**src/rtl/mms_pkg.sv**
```systemverilog
// Shared constants, types and the padding helper for the min/max selector front end.
package mms_pkg;

    localparam int DATA_W_DEF = 8;
    localparam int GROUP_N    = 4;

    localparam logic [DATA_W_DEF-1:0] PAD_MIN = 8'hFF;
    localparam logic [DATA_W_DEF-1:0] PAD_MAX = 8'h00;

    typedef enum logic {
        FILL = 1'b0,
        FULL = 1'b1
    } loader_state_t;

    typedef struct packed {
        logic                                 sel;
        logic [2:0]                           cnt;
        logic [GROUP_N-1:0][DATA_W_DEF-1:0]   num;
    } group_t;

    // All-ones can never be the minimum, zero can never beat a real maximum.
    function automatic logic [DATA_W_DEF-1:0] pad_value(input logic sel);
        return sel ? PAD_MIN : PAD_MAX;
    endfunction

endpackage

```
**src/rtl/mms_group_loader_if.sv**
```systemverilog
// Handshake bundle: serial element stream in, assembled 4-number group out.
interface mms_group_loader_if
    import mms_pkg::*;
#(
    parameter int DATA_W = DATA_W_DEF
);

    logic              in_valid;
    logic              in_ready;
    logic [DATA_W-1:0] in_data;
    logic              in_select;
    logic              in_last;

    logic              out_valid;
    logic              out_ready;
    logic              out_select;
    logic [DATA_W-1:0] number0;
    logic [DATA_W-1:0] number1;
    logic [DATA_W-1:0] number2;
    logic [DATA_W-1:0] number3;
    logic [2:0]        out_count;

    modport slave (
        input  in_valid, in_data, in_select, in_last, out_ready,
        output in_ready, out_valid, out_select, number0, number1, number2, number3, out_count
    );

    modport master (
        output in_valid, in_data, in_select, in_last, out_ready,
        input  in_ready, out_valid, out_select, number0, number1, number2, number3, out_count
    );

endinterface

```
**src/rtl/mms_group_reg.sv**
```systemverilog
// Output holding register: loads a finished group, holds it until taken, then drops valid.
module mms_group_reg
    import mms_pkg::*;
(
    input  logic   clk,
    input  logic   rst_n,
    input  logic   load_i,
    input  group_t grp_i,
    input  logic   ready_i,
    output logic   valid_o,
    output group_t grp_o
);

    logic   valid_q;
    group_t grp_q;

    // NOTE: state registers use non-blocking assignments so every flop samples pre-edge values.
    always_ff @(posedge clk) begin
        if (!rst_n) begin
            valid_q <= 1'b0;
            // NOTE: the data is cleared as well, because the group outputs read as zero after reset.
            grp_q   <= '0;
        end else if (load_i) begin
            valid_q <= 1'b1;
            grp_q   <= grp_i;
        end else if (valid_q && ready_i) begin
            valid_q <= 1'b0;
        end
    end

    assign valid_o = valid_q;
    assign grp_o   = grp_q;

endmodule

```
**src/rtl/mms_group_loader.sv**
```systemverilog
// Packs a serial number stream into padded groups of 4 for the min/max selector.
// Define MMS_LOADER_SKID_EN to turn the assembly register into a second buffer.
module mms_group_loader
    import mms_pkg::*;
#(
    parameter int DATA_W = DATA_W_DEF
) (
    input logic               clk,
    input logic               rst_n,
    mms_group_loader_if.slave bus
);

    loader_state_t     state_q, state_d;
    logic [1:0]        idx_q, idx_d;
    group_t            asm_q, asm_d;
    group_t            closed_grp;
    group_t            load_grp;
    group_t            out_grp;
    logic              load;
    logic              out_valid;
    logic              in_ready_c;
    logic              accept;
    logic              close;
    logic [DATA_W-1:0] in_data;

    assign in_data = bus.in_data;

`ifdef MMS_LOADER_SKID_EN
    assign in_ready_c = (state_q == FILL);
`else
    assign in_ready_c = !out_valid;
`endif

    assign accept = bus.in_valid && in_ready_c;
    assign close  = accept && (bus.in_last || (idx_q == 2'd3));

    // Group as it would look if the element on the bus closed it now.
    always_comb begin
        closed_grp     = asm_q;
        closed_grp.sel = (idx_q == 2'd0) ? bus.in_select : asm_q.sel;
        closed_grp.cnt = {1'b0, idx_q} + 3'd1;
        for (int k = 0; k < GROUP_N; k++) begin
            if (k == int'(idx_q)) begin
                closed_grp.num[k] = in_data;
            end else if (k > int'(idx_q)) begin
                closed_grp.num[k] = pad_value(closed_grp.sel);
            end
        end
    end

    always_comb begin
        // NOTE: every output of this block gets a default first, so no path can infer a latch.
        state_d  = state_q;
        idx_d    = idx_q;
        asm_d    = asm_q;
        load     = 1'b0;
        load_grp = closed_grp;

        if (accept) begin
            asm_d.num[idx_q] = in_data;
            if (idx_q == 2'd0) begin
                asm_d.sel = bus.in_select;
            end
            idx_d = idx_q + 2'd1;
        end

        if (close) begin
            idx_d = 2'd0;
`ifdef MMS_LOADER_SKID_EN
            if (!out_valid || bus.out_ready) begin
                load = 1'b1;
            end else begin
                asm_d   = closed_grp;
                state_d = FULL;
            end
`else
            load = 1'b1;
`endif
        end

`ifdef MMS_LOADER_SKID_EN
        // A parked group moves out as soon as the consumer takes the current one.
        if ((state_q == FULL) && bus.out_ready) begin
            load     = 1'b1;
            load_grp = asm_q;
            state_d  = FILL;
        end
`endif
    end

    always_ff @(posedge clk) begin
        if (!rst_n) begin
            state_q <= FILL;
            idx_q   <= 2'd0;
            asm_q   <= '0;
        end else begin
            state_q <= state_d;
            idx_q   <= idx_d;
            asm_q   <= asm_d;
        end
    end

    mms_group_reg u_group_reg (
        .clk     (clk),
        .rst_n   (rst_n),
        .load_i  (load),
        .grp_i   (load_grp),
        .ready_i (bus.out_ready),
        .valid_o (out_valid),
        .grp_o   (out_grp)
    );

    assign bus.in_ready   = in_ready_c;
    assign bus.out_valid  = out_valid;
    assign bus.out_select = out_grp.sel;
    assign bus.out_count  = out_grp.cnt;
    assign bus.number0    = out_grp.num[0];
    assign bus.number1    = out_grp.num[1];
    assign bus.number2    = out_grp.num[2];
    assign bus.number3    = out_grp.num[3];

endmodule

```
**src/flat_wrapper.sv**
```systemverilog
// flat-port wrapper written by rule: the top's interface ports become plain ports
module mms_group_loader_flat import mms_pkg::*;
#(
    parameter int DATA_W = DATA_W_DEF
)
  (clk, rst_n, bus_in_valid, bus_in_data, bus_in_select, bus_in_last, bus_out_ready, bus_in_ready, bus_out_valid, bus_out_select, bus_number0, bus_number1, bus_number2, bus_number3, bus_out_count);
  mms_group_loader_if #(.DATA_W(DATA_W)) bus_i ();
  input logic clk;
  input logic rst_n;
  input wire logic [$bits(bus_i.in_valid)-1:0] bus_in_valid;
  input wire logic [$bits(bus_i.in_data)-1:0] bus_in_data;
  input wire logic [$bits(bus_i.in_select)-1:0] bus_in_select;
  input wire logic [$bits(bus_i.in_last)-1:0] bus_in_last;
  input wire logic [$bits(bus_i.out_ready)-1:0] bus_out_ready;
  output wire logic [$bits(bus_i.in_ready)-1:0] bus_in_ready;
  output wire logic [$bits(bus_i.out_valid)-1:0] bus_out_valid;
  output wire logic [$bits(bus_i.out_select)-1:0] bus_out_select;
  output wire logic [$bits(bus_i.number0)-1:0] bus_number0;
  output wire logic [$bits(bus_i.number1)-1:0] bus_number1;
  output wire logic [$bits(bus_i.number2)-1:0] bus_number2;
  output wire logic [$bits(bus_i.number3)-1:0] bus_number3;
  output wire logic [$bits(bus_i.out_count)-1:0] bus_out_count;
  assign bus_i.in_valid = bus_in_valid;
  assign bus_i.in_data = bus_in_data;
  assign bus_i.in_select = bus_in_select;
  assign bus_i.in_last = bus_in_last;
  assign bus_i.out_ready = bus_out_ready;
  assign bus_in_ready = bus_i.in_ready;
  assign bus_out_valid = bus_i.out_valid;
  assign bus_out_select = bus_i.out_select;
  assign bus_number0 = bus_i.number0;
  assign bus_number1 = bus_i.number1;
  assign bus_number2 = bus_i.number2;
  assign bus_number3 = bus_i.number3;
  assign bus_out_count = bus_i.out_count;
  mms_group_loader #(.DATA_W(DATA_W)) u_core (.clk(clk), .rst_n(rst_n), .bus(bus_i));
endmodule
```
**config.mk**
```make
export PLATFORM = sky130hd
export DESIGN_NAME = mms_group_loader_flat
export DESIGN_NICKNAME = d
export VERILOG_FILES = /design/src/rtl/mms_pkg.sv /design/src/rtl/mms_group_loader_if.sv /design/src/rtl/mms_group_reg.sv /design/src/rtl/mms_group_loader.sv /design/src/flat_wrapper.sv
export SDC_FILE = /design/constraint.sdc
export NUM_CORES = 1
export LEC_CHECK = 0
export ABC_CLOCK_PERIOD_IN_PS = 3250
export BUFFER_PORTS_ARGS = -buffer_cell sky130_fd_sc_hd__buf_4
export CAP_MARGIN = 10
export CORE_MARGIN = 1
export CORE_UTILIZATION = 59
export DETAILED_ROUTE_END_ITERATION = 8
export PLACE_DENSITY_LB_ADDON = 0.3
export REMOVE_ABC_BUFFERS = 1
export SLEW_MARGIN = 40
export SYNTH_ARGS = -nofsm -noshare
export SYNTH_HDL_FRONTEND = slang
export SYNTH_SLANG_ARGS = --single-unit
```
**constraint.sdc**
```tcl
create_clock -name clk -period 3.25 [get_ports clk]
set_clock_uncertainty 0.1 [all_clocks]
set_input_delay 0.1625 -clock clk [delete_from_list [all_inputs] [get_ports clk]]
set_output_delay 0.1625 -clock clk [all_outputs]
set_load 0.01 [all_outputs]
```
* After elaboration in Yosys (flattened, before gate mapping) *
Cells that the tools add are included.

word-level totals
  flip-flop bits (word level) = 72
  input port bits = 14
  output and inout bits = 38

cells by class
  add/sub/neg operators = 2
  order comparisons = 5
  equal/unequal tests = 4
  muxes and demuxes = 15
  bitwise operators = 1
  reductions and logical operators = 10

operators with widths
  operator                                                           count
  two-way mux 8 bit                                                  9
  bitwise mux 32 bit                                                 1
  demux 8 bit (select 2 bit)                                         1
  equality test 2 bit, first input constant                          2
  > comparator 2 bit, first input constant                           2
  logical AND 1 bit                                                  4
  logical NOT 2 bit                                                  2
  two-way mux 1 bit                                                  4
  adder 2 x 1 -> 3 bit, second input constant                        1
  < comparator 2 x 3 -> 1 bit, second input constant                 1
  adder 2 x 1 -> 2 bit, second input constant                        1
  equality test 1 x 2 -> 1 bit, first input constant                 1
  equality test 2 bit, second input constant                         1
  greater-or-equal comparator 2 x 1 -> 1 bit, second input constant  1
  > comparator 1 x 2 -> 1 bit, first input constant                  1
  nonzero test 2 bit                                                 1
  OR reduction 2 bit                                                 1
  logical NOT 1 bit                                                  1
  logical OR 1 bit                                                   1
  inverter 1 bit                                                     1

* Depth between registers and ports, before layout *
Gate-level depths: netlist (run 1).

  depth in word-level cells = 5
  mapped depth = 8
  gate-level depth less buffers = 5

* Hierarchy *
Synthesis (run 1) repeated with hierarchy kept, for this count alone.

unflattened totals
  cell total of the unflattened synthesis = 316
  area total of the unflattened synthesis = 3183.1 sq um

by module, submodules not included
  module            instances  cells each  area an instance (sq um)
  mms_group_loader  1          198         1760.4
  mms_group_reg     1          118         1422.6

* Worst setup path before layout (run 1) *
No wires, ideal clock.

  kind = register to register
  start = register u_core.idx_q[1]
  end = register u_core.u_group_reg.grp_q, in the netlist u_core.u_group_reg.grp_o[16]
  data arrival time = 1.842 ns
  data required time = 3.028 ns
  slack = 1.186 ns
  cell stages (with the launch flop) = 9
  buffers on the path = 3
  period minus slack after synthesis = 2.064 ns
  cells stage by stage = dfxtp_1 clkbuf_1 inv_1 ha_1 buf_6 mux2i_2 buf_6 nor3_4 o311a_1

between the ends
  longest elaborated chain between the ends = 5
  elaborated cells on any way between the ends = 11

ends and longest elaborated chain
  what                    line                    RTL
  from (decl)             mms_group_loader.sv:14  logic [1:0] idx_q, idx_d;
  from (signal assigned)  mms_group_loader.sv:98  idx_q <= idx_d;
  logical NOT 2 bit       mms_group_loader.sv:40  closed_grp.sel = (idx_q == 2'd0) ? bus.in_select : asm_q.sel;
  two-way mux 1 bit       --
  two-way mux 8 bit       mms_pkg.sv:23           return sel ? PAD_MIN : PAD_MAX;
  two-way mux 8 bit       mms_group_loader.sv:45  end else if (k > int'(idx_q)) begin
  two-way mux 8 bit       mms_group_loader.sv:43  if (k == int'(idx_q)) begin
  to (signal assigned)    mms_group_reg.sv:25     grp_q <= grp_i;
  to (decl)               mms_group_reg.sv:15     group_t grp_q;

Several ways; a longest one is shown, not always the timed one.
A chain may end at the register's enable or synchronous reset.

* Final worst setup path (run 1) *
  start = register u_core.idx_q[1]
  end = register u_core.u_group_reg.grp_q, in the netlist u_core.u_group_reg.grp_o[30]

The elaborated chain is that of the path after synthesis.

==> results of run 1 <==
metal layers:
layer	track usage, %	share of wire, %	up-vias	routed length [µm]
li1	-	-	1187	-
met1	32.9	44	1136	2930
met2	45.5	49	76	3250
met3	4.86	5.4	12	360
met4	15.9	1.6	0	108
met5	0	0	-	0
per-stage QoR:
stage          worst slack (ns)  power, mW  std cells  utilization [%]
2_1_floorplan             0.937       1.07        281                -
3_3_place_gp              0.823       1.20        405             68.5
3_5_place_dp              0.728       1.20        405             68.5
4_1_cts                   0.680       1.88        423             73.2
5_1_grt                   0.519       1.95        423             73.2
6_report                  0.691       1.88        423             73.2
final timing paths:
check,startpoint,endpoint,slack [ns],depth (start not counted)
worst min register to register,u_core.u_group_reg.grp_o[26]$_SDFFE_PN0P_,u_core.u_group_reg.grp_o[26]$_SDFFE_PN0P_,0.37,2
worst min-delay path,bus_in_data[7],u_core.asm_q[7]$_SDFFE_PN0P_,0.04,3
worst max-delay path,u_core.idx_q[1]$_SDFFE_PP0P_,u_core.u_group_reg.grp_o[30]$_SDFFE_PN0P_,0.69,5
worst max register to register,u_core.idx_q[1]$_SDFFE_PP0P_,u_core.u_group_reg.grp_o[30]$_SDFFE_PN0P_,0.69,5
placed cells by master, fill, tap and decap left out, drive strengths merged:
cell type / n
bufinv: 1
o21ai: 10
nand3: 10
o311a: 8
a21o: 8
o221a: 8
xnor2: 1
clkbuf: 13
o32ai: 8
nor2: 35
nand2: 33
nand2b: 2
ha: 5
mux2i: 35
nor3: 3
clkinv: 2
buf: 57
inv: 5
dlygate4sd3: 2
dfxtp: 64
and2b: 1
nor2b: 9
nand3b: 4
a21oi: 13
or2: 1
a211oi: 18
worst reg2reg max path: stages (launching register included):
cell and delay [ns]:
dfxtp_1 0.62, inv_1 0.16, ha_1 0.42, mux2i_2 0.40, nor2b_1 0.53, o32ai_1 0.20
cells by family (layout without fill, tap and decap cells):
kind of cell               after synthesis  count (layout)  share of synthesized area [%]
and+or+nand+nor                         98              98                           15.5
AOI/OAI and AO/OA                       73              73                           19.0
DFF                                     64              64                           44.3
buffers and inverters                   36              80                           6.49
muxes                                   35              35                           12.2
adders and majority gates                5               5                           2.16
xor gates and xnor gates                 1               1                          0.303
flip-flops by register name (all words and copies together) (netlist names):
signal / flops
u_core.u_group_reg.grp_o: 36
u_core.asm_q: 25
u_core.idx_q: 2
u_core.u_group_reg.valid_o: 1
area by class of cell:
cell class | count | area (µm²) | area share (%)
Clock buffer | 13 | 159 | 4.60
Tap cell | 67 | 83.8 | 2.43
Inverter | 5 | 18.8 | 0.543
Multi-Input combinational cell | 212 | 1430 | 41.2
Clock inverter | 3 | 40.0 | 1.16
Timing Repair Buffer | 59 | 448 | 13.0
Sequential cell | 64 | 1280 | 37.1
repair_timing:
action | CTS | global route
endpoints found under the hold margin | 2 | 0
endpoints found under the setup margin | 0 | 0
gates resized for setup | 0 | 0
hold buffers | 2 | 0
power by group through the flow:
stage	logic (mW)	registers (mW)	clock network, mW
global placement	0.317	0.879	0
global route	0.357	0.868	0.722
CTS	0.327	0.863	0.692
finish	0.327	0.863	0.690
floorplan	0.182	0.890	0
detailed placement	0.324	0.880	0
==> run summary, run 1 <==
first-pass GRT wire length: 10.6 mm
Switching Power: 0.504 mW
Ports: 52
starting density of the core: 61.3%
initial antenna violation count: 0
Power Internal: 1.38 mW
crit path DAT: 2.66 ns
most frequent cells after synthesis: dfxtp_1 (64), mux2i_1 (34), nor2_1 (34)
H-tree level count: 3
GP Congestion: 0.783
slowest stage delay, CP: 0.62 ns
CTS tree: built
buffers added on ports: 51
Yosys top cell area share: 44.3%
final net count: 370
dpl hpwl: 4.39 mm
Pre-antenna DRT Iters: 7
Setup violations, final: 0
fill cell count: 359
Final min period: 2.56 ns
worst skew pair latency: 0.34 ns
Routed Antenna Nets: 0
peak supply drop: 0.000412 V
period utilisation layout: 78.7%
sequential power share: 45.9%
switching share of power: 26.8%
HP Class: in2reg
Core Region: 0.00472 mm²
Root Buffer: clkbuf_8
Residual DRC: 0
post-synthesis async set-or-reset flop share: 0%
CTS buffer count: 9
worst-margin pin slew: 0.631 ns
cell taking the most area after synthesis: dfxtp_1
WP buf/inv: 1
largest net degree at the start of global routing: 29
fin. max-slew vios: 0
Final Hold Fails: 0
total global-route track usage: 27.2%
layout cells sized above 1: 23.6%
Iter 0 DRT Violations: 157
Yosys reg bits: 64
status: complete, no violations
EDFF count, synth: 0
RSZ-0062 raised after global routing: false
vias: 2411
clock slew at reported path FFs: 0.07 ns
post-synthesis cell area: 0.00289 mm²
CTS sink count: 64
Post-synth top flop: dfxtp_1
FMAX: 391 MHz
die width: 72.0 µm
crit-path cells: inv_1, ha_1, mux2i_2, nor2b_1, o32ai_1
final wirelength: 6.65 mm
Cells after Synth: 312
post-synthesis sequential area ratio: 44.3%
Max-cap violations: 0
Pwr Density: 544 mW/mm²
largest cells by area after synthesis: dfxtp_1 (44%), mux2i_1 (12%), a211oi_1 (4.7%)
Synth cell types: 31
CP required: 3.35 ns
post-CTS setup buffer count: 0
Comb power frac: 17.4%
P_leak: 1.62 nW
placed inst area: 0.00324 mm²
full die area: 0.00519 mm²
delay-heaviest family, CP: flip-flops
vias per inst: 5.70
Slew HR: 57.9%
vias in the first global route: 2220
critical path class: reg2reg
total congestion overflow: 0
DIE HEIGHT: 72.0 µm
per-cell routed wire length: 15.7 µm
setup TNS: 0 ns
Worst path slowest cell: dfxtp_1
clock power share: 36.7%
highest net fanout along the worst path: 13
crit end category: flip-flop
Clock Path Buffers: 2
synthesized area per cell: 9.28 µm²
hold_ws: 0.0436 ns
Yosys Warn Count: 0
Post-Layout Inst Area: 0.00346 mm²
top-count cell post-synth: dfxtp_1
Site Rows: 25
n_diodes: 0
critical path launch point type: flip-flop
Layout area overhead: 19.4%
Note: power is estimated with default switching activity, not from simulation.
==> inputs of run 2 (changes only) <==
--- a/config.mk
+++ b/config.mk
@@ -5,11 +5,12 @@
 export SDC_FILE = /design/constraint.sdc
 export NUM_CORES = 1
 export LEC_CHECK = 0
-export ABC_CLOCK_PERIOD_IN_PS = 3250
+export ABC_AREA = 1
+export ABC_CLOCK_PERIOD_IN_PS = 2100
 export BUFFER_PORTS_ARGS = -buffer_cell sky130_fd_sc_hd__buf_4
 export CAP_MARGIN = 10
 export CORE_MARGIN = 1
-export CORE_UTILIZATION = 59
+export CORE_UTILIZATION = 50
 export DETAILED_ROUTE_END_ITERATION = 8
 export PLACE_DENSITY_LB_ADDON = 0.3
 export REMOVE_ABC_BUFFERS = 1
==> constraint.sdc (replaced) <==
create_clock -name clk -period 2.1 [get_ports clk]
set_clock_uncertainty 0.1 [all_clocks]
set_input_delay 0.105 -clock clk [delete_from_list [all_inputs] [get_ports clk]]
set_output_delay 0.105 -clock clk [all_outputs]
set_load 0.01 [all_outputs]
==> run 2 against run 1 <==
Effect of this change:
- combinational power rose by 57%
- clock power grew 80%
- count of clock-buffer cells in the layout grew 1
- non-clock buffer count rose by 7
- total power up 64%
- setup slack lost 0.39 ns
- design area up 8.9%
- sequential share of layout area down 3.0 points
- synthesized cell count grew 46%
- via count grew 21%
- critical path type unchanged
- critical endpoint is now u_core.u_group_reg.grp_o[9]$_SDFFE_PN0P_
- largest cell class unchanged
- highest routed layer unchanged
==> run summary, run 2 <==
max reg flops: 36
HP Class: in2reg
post-synthesis cell area: 0.00314 mm²
post-CTS setup buffer count: 0
worst-margin pin slew: 0.555 ns
H-tree level count: 3
Core Region: 0.00599 mm²
hold_ws: 0.00887 ns
Routed Antenna Nets: 0
Yosys reg bits: 64
CTS tree: built
largest cells by area after synthesis: dfxtp_1 (41%), nand2_1 (18%), nand3_1 (7.7%)
post-synthesis async set-or-reset flop share: 0%
EDFF count, synth: 0
crit end category: flip-flop
RR Endpoint: u_core.u_group_reg.grp_o[9]$_SDFFE_PN0P_
CP required: 2.23 ns
Residual DRC: 0
vias: 2909
first-pass GRT wire length: 11.7 mm
DIE HEIGHT: 81.2 µm
full die area: 0.00660 mm²
Critical Path End: u_core.u_group_reg.grp_o[9]$_SDFFE_PN0P_
dpl hpwl: 4.65 mm
flop-to-flop setup slack: 0.30 ns
final net count: 517
Yosys top cell area share: 40.8%
per-cell routed wire length: 12.3 µm
Reg2Reg Depth: 7
n_diodes: 0
Max-cap violations: 0
vias per inst: 5.03
largest net degree at the start of global routing: 49
crit path DAT: 1.93 ns
Layout area overhead: 19.9%
final wirelength: 7.13 mm
GP Congestion: 0.776
Clock Path Buffers: 2
peak supply drop: 0.000461 V
Final min period: 1.80 ns
Synth cell types: 24
fin. max-slew vios: 0
Yosys Warn Count: 0
total global-route track usage: 23.4%
Site Rows: 28
clock slew at reported path FFs: 0.08 ns
layout cells sized above 1: 18.7%
Post-synth top flop: dfxtp_1
Cells after Synth: 457
status: complete, no violations
buffers added on ports: 51
RSZ-0062 raised after global routing: false
FF-to-FF Start: u_core.idx_q[0]$_SDFFE_PP0P_
post-synthesis sequential area ratio: 40.8%
Pre-antenna DRT Iters: 4
commonest cells after routing, fill and taps aside: nand2_1 (149), dfxtp_1 (64), buf_4 (59)
initial antenna violation count: 0
P_leak: 1.79 nW
most frequent cells after synthesis: nand2_1 (149), dfxtp_1 (64), nand3_1 (48)
top-count cell post-synth: nand2_1
setup TNS: 0 ns
Critical path origin: u_core.idx_q[0]$_SDFFE_PP0P_
highest net fanout along the worst path: 10
Setup violations, final: 0
die width: 81.2 µm
FMAX: 554 MHz
CTS buffer count: 9
Iter 0 DRT Violations: 162
most common cell after layout, fill and taps aside: nand2_1
Pwr Density: 820 mW/mm²
Root Buffer: clkbuf_8
Ports: 52
period utilisation layout: 85.9%
total congestion overflow: 0
Final Hold Fails: 0
# resized after CTS: 0
hold buffer count at CTS: 7
vias in the first global route: 2595
worst skew pair latency: 0.34 ns
starting density of the core: 52.4%
critical path launch point type: flip-flop
synthesized area per cell: 6.87 µm²
Slew HR: 63.0%
cell taking the most area after synthesis: dfxtp_1
critical path class: reg2reg
CTS sink count: 64
## run 2: changes by cell type in the layout (fill, tap and decap cells not counted), sizes merged, moves of 9 or more
cell and delta:
a211oi -18, a21oi +14, inv +36, mux2i -35
nand2 +121, nand3 +49, nor2b -9, o21ai +17
## run 2: how the worst min path moves through the flow
stage	cells past startpoint	slack, ns	to	startpoint
global placement	2	0.20	u_core.u_group_reg.valid_o$_SDFFE_PN0P_	bus_out_ready
global route	3	0.002	u_core.asm_q[12]$_SDFFE_PN0P_	bus_in_data[4]
CTS	3	0.002	u_core.asm_q[11]$_SDFFE_PN0P_	bus_in_data[3]
floorplan	1	0.11	u_core.u_group_reg.valid_o$_SDFFE_PN0P_	bus_out_ready
finish	3	0.009	u_core.asm_q[3]$_SDFFE_PN0P_	bus_in_data[3]
detailed placement	2	0.21	u_core.u_group_reg.valid_o$_SDFFE_PN0P_	bus_out_ready
## run 2: through the flow
stage          utilization (%)  power [mW]  cells  setup WS (ns)  area, µm²
6_report                  62.8        3.08    578          0.296       3760
5_1_grt                   62.8        3.22    578          0.136       3760
4_1_cts                   62.8        3.09    578          0.293       3760
3_5_place_dp              57.7        1.86    555          0.304       3460
3_3_place_gp              57.7        1.84    555          0.421       3460
2_1_floorplan                -        1.65    421          0.325       2920
## run 2: worst max-delay path: stages (launching register included)
cell	delay, ns
dfxtp_1	0.35
inv_1	0.14
ha_1	0.42
nand2_1	0.16
nand3_1	0.30
nand2_1	0.09
nand2_1	0.07
nand2_1	0.05
## run 2: kinds of logic after synthesis
logic type      Yosys count  synth area share [%]
fa+ha+maj                 5                  1.99
simple gates            255                  36.4
buf+inv                  78                  12.0
compound gates           55                  8.85
flops                    64                  40.8
## run 2: report_power, final
group          total [mW]  switching, mW  internal (mW)
clock                1.24          0.476          0.768
sequential           1.33         0.0391           1.29
combinational       0.512          0.315          0.198
## run 2: layer usage
layer | global-route usage [%] | routed length, µm
met2 | 38.9 | 3470
met1 | 29.1 | 3130
met3 | 5.73 | 447
met4 | 8.75 | 85
met5 | 0 | 0
## run 2: final cells by class
class,instances,area [µm²]
inverters,42,160
clock buffers,14,173
well taps,75,93.8
repair buffers,66,513
clock inverters,2,60.1
multi-input cells,315,1480
fillers,549,2230
flip-flops and latches,64,1280
==> inputs of run 3 (changes only) <==
--- a/config.mk
+++ b/config.mk
@@ -8,9 +8,11 @@
 export ABC_AREA = 1
 export ABC_CLOCK_PERIOD_IN_PS = 2100
 export BUFFER_PORTS_ARGS = -buffer_cell sky130_fd_sc_hd__buf_4
-export CAP_MARGIN = 10
+export CAP_MARGIN = 15
+export CELL_PAD_IN_SITES_DETAIL_PLACEMENT = 1
+export CELL_PAD_IN_SITES_GLOBAL_PLACEMENT = 2
 export CORE_MARGIN = 1
-export CORE_UTILIZATION = 50
+export CORE_UTILIZATION = 27
 export DETAILED_ROUTE_END_ITERATION = 8
 export PLACE_DENSITY_LB_ADDON = 0.3
 export REMOVE_ABC_BUFFERS = 1
==> run 3 against run 2 <==
Effect of this change:
- worst hold slack better by 0.0038 ns
- global-route usage is 7.0 points lower
- count of clock-buffer cells in the layout stayed put
- clock power is 15% higher
- total power is 6.4% higher
- sequential cell count stayed put
- largest cell class unchanged
==> run summary, run 3 (synthesis gave the netlist of run 2 again) <==
Pwr Density: 847 mW/mm²
P_leak: 1.81 nW
max reg flops: 36
setup TNS: 0 ns
dpl hpwl: 6.11 mm
vias in the first global route: 2960
total global-route track usage: 16.4%
worst-margin pin slew: 0.413 ns
initial antenna violation count: 0
commonest cells after routing, fill and taps aside: nand2_1 (149), dfxtp_1 (64), buf_4 (61)
fin. max-slew vios: 0
most common cell after layout, fill and taps aside: nand2_1
final net count: 515
Core Region: 0.0114 mm²
buffers added on ports: 51
Slew HR: 72.4%
Final min period: 1.85 ns
n_diodes: 0
largest net degree at the start of global routing: 32
full die area: 0.0121 mm²
Iter 0 DRT Violations: 71
critical path class: reg2reg
status: complete, no violations
clock slew at reported path FFs: 0.05 ns
peak supply drop: 0.000295 V
Residual DRC: 0
CTS tree: built
GP Congestion: 0.757
DIE HEIGHT: 110 µm
first-pass GRT wire length: 14.8 mm
Max-cap violations: 0
Layout area overhead: 23.4%
period utilisation layout: 87.9%
Routed Antenna Nets: 0
Clock Path Buffers: 2
hold_ws: 0.0127 ns
crit end category: flip-flop
vias per inst: 4.52
H-tree level count: 3
critical path launch point type: flip-flop
post-CTS setup buffer count: 0
# resized after CTS: 0
CTS sink count: 64
CTS buffer count: 9
Ports: 52
starting density of the core: 27.6%
Final Hold Fails: 0
Setup violations, final: 0
CP required: 2.22 ns
per-cell routed wire length: 14.0 µm
Pre-antenna DRT Iters: 4
vias: 2900
RSZ-0062 raised after global routing: false
crit path DAT: 1.97 ns
die width: 110 µm
Root Buffer: clkbuf_16
final wirelength: 9.01 mm
Site Rows: 39
layout cells sized above 1: 19.0%
worst skew pair latency: 0.33 ns
highest net fanout along the worst path: 13
FMAX: 542 MHz
Pwr Total: 3.28 mW
total congestion overflow: 0
HP Class: in2reg
-- run 3: layout make-up --
| class | instances | area, µm² |
|---|---|---|
| Clock buffer | 14 | 274 |
| Tap cell | 143 | 179 |
| Multi-Input combinational cell | 315 | 1480 |
| Sequential cell | 64 | 1280 |
| Timing Repair Buffer | 64 | 498 |
| Inverter | 42 | 160 |
| Fill cell | 1434 | 7500 |
-- run 3: per-stage QoR --
step / cells / util [%] / setup WS (ns) / area, µm²
after floorplan: 421 / - / 0.325 / 2920
after global placement: 626 / 31.5 / 0.325 / 3580
after detailed placement: 626 / 31.5 / 0.257 / 3580
after CTS: 642 / 34.1 / 0.240 / 3870
after global routing: 642 / 34.1 / 0.00109 / 3870
final: 642 / 34.1 / 0.253 / 3870
-- run 3: final timing paths --
path | endpoint | cells after the start | start | slack (ns)
setup / recovery | u_core.u_group_reg.grp_o[19]$_SDFFE_PN0P_ | 7 | u_core.idx_q[0]$_SDFFE_PP0P_ | 0.25
setup reg to reg | u_core.u_group_reg.grp_o[19]$_SDFFE_PN0P_ | 7 | u_core.idx_q[0]$_SDFFE_PP0P_ | 0.25
hold reg to reg | u_core.asm_q[15]$_SDFFE_PN0P_ | 2 | u_core.asm_q[15]$_SDFFE_PN0P_ | 0.36
hold / removal | u_core.asm_q[17]$_SDFFE_PN0P_ | 3 | bus_in_data[1] | 0.01
-- run 3: metal layers --
metal | track usage (%) | part of all wire, % | up-vias
li1 | - | - | 1498
met1 | 19.8 | 46 | 1357
met2 | 28.7 | 50 | 34
met3 | 3.68 | 2.7 | 11
met4 | 4.86 | 1.3 | 0
met5 | 0 | 0 | -
-- run 3: power by group --
group	switching, mW	total (mW)	internal (mW)	leakage (nW)
Clock	0.536	1.42	0.884	0.135
Sequential	0.0391	1.33	1.29	0.523
Combinational	0.331	0.531	0.199	1.15
Total	0.906	3.28	2.38	1.81
-- run 3: critical path, stage by stage (launching register included) --
cell and delay (ns):
dfxtp_1 0.35, inv_1 0.13, ha_1 0.43, nand2_1 0.16, nand3_1 0.34, nand2_1 0.11
nand2_1 0.07, nand2_1 0.05
-- run 3: timing repair --
item	in CTS	in global routing
setup endpoints to repair	0	0
hold buffers	2	0
endpoints found under the hold margin	2	0
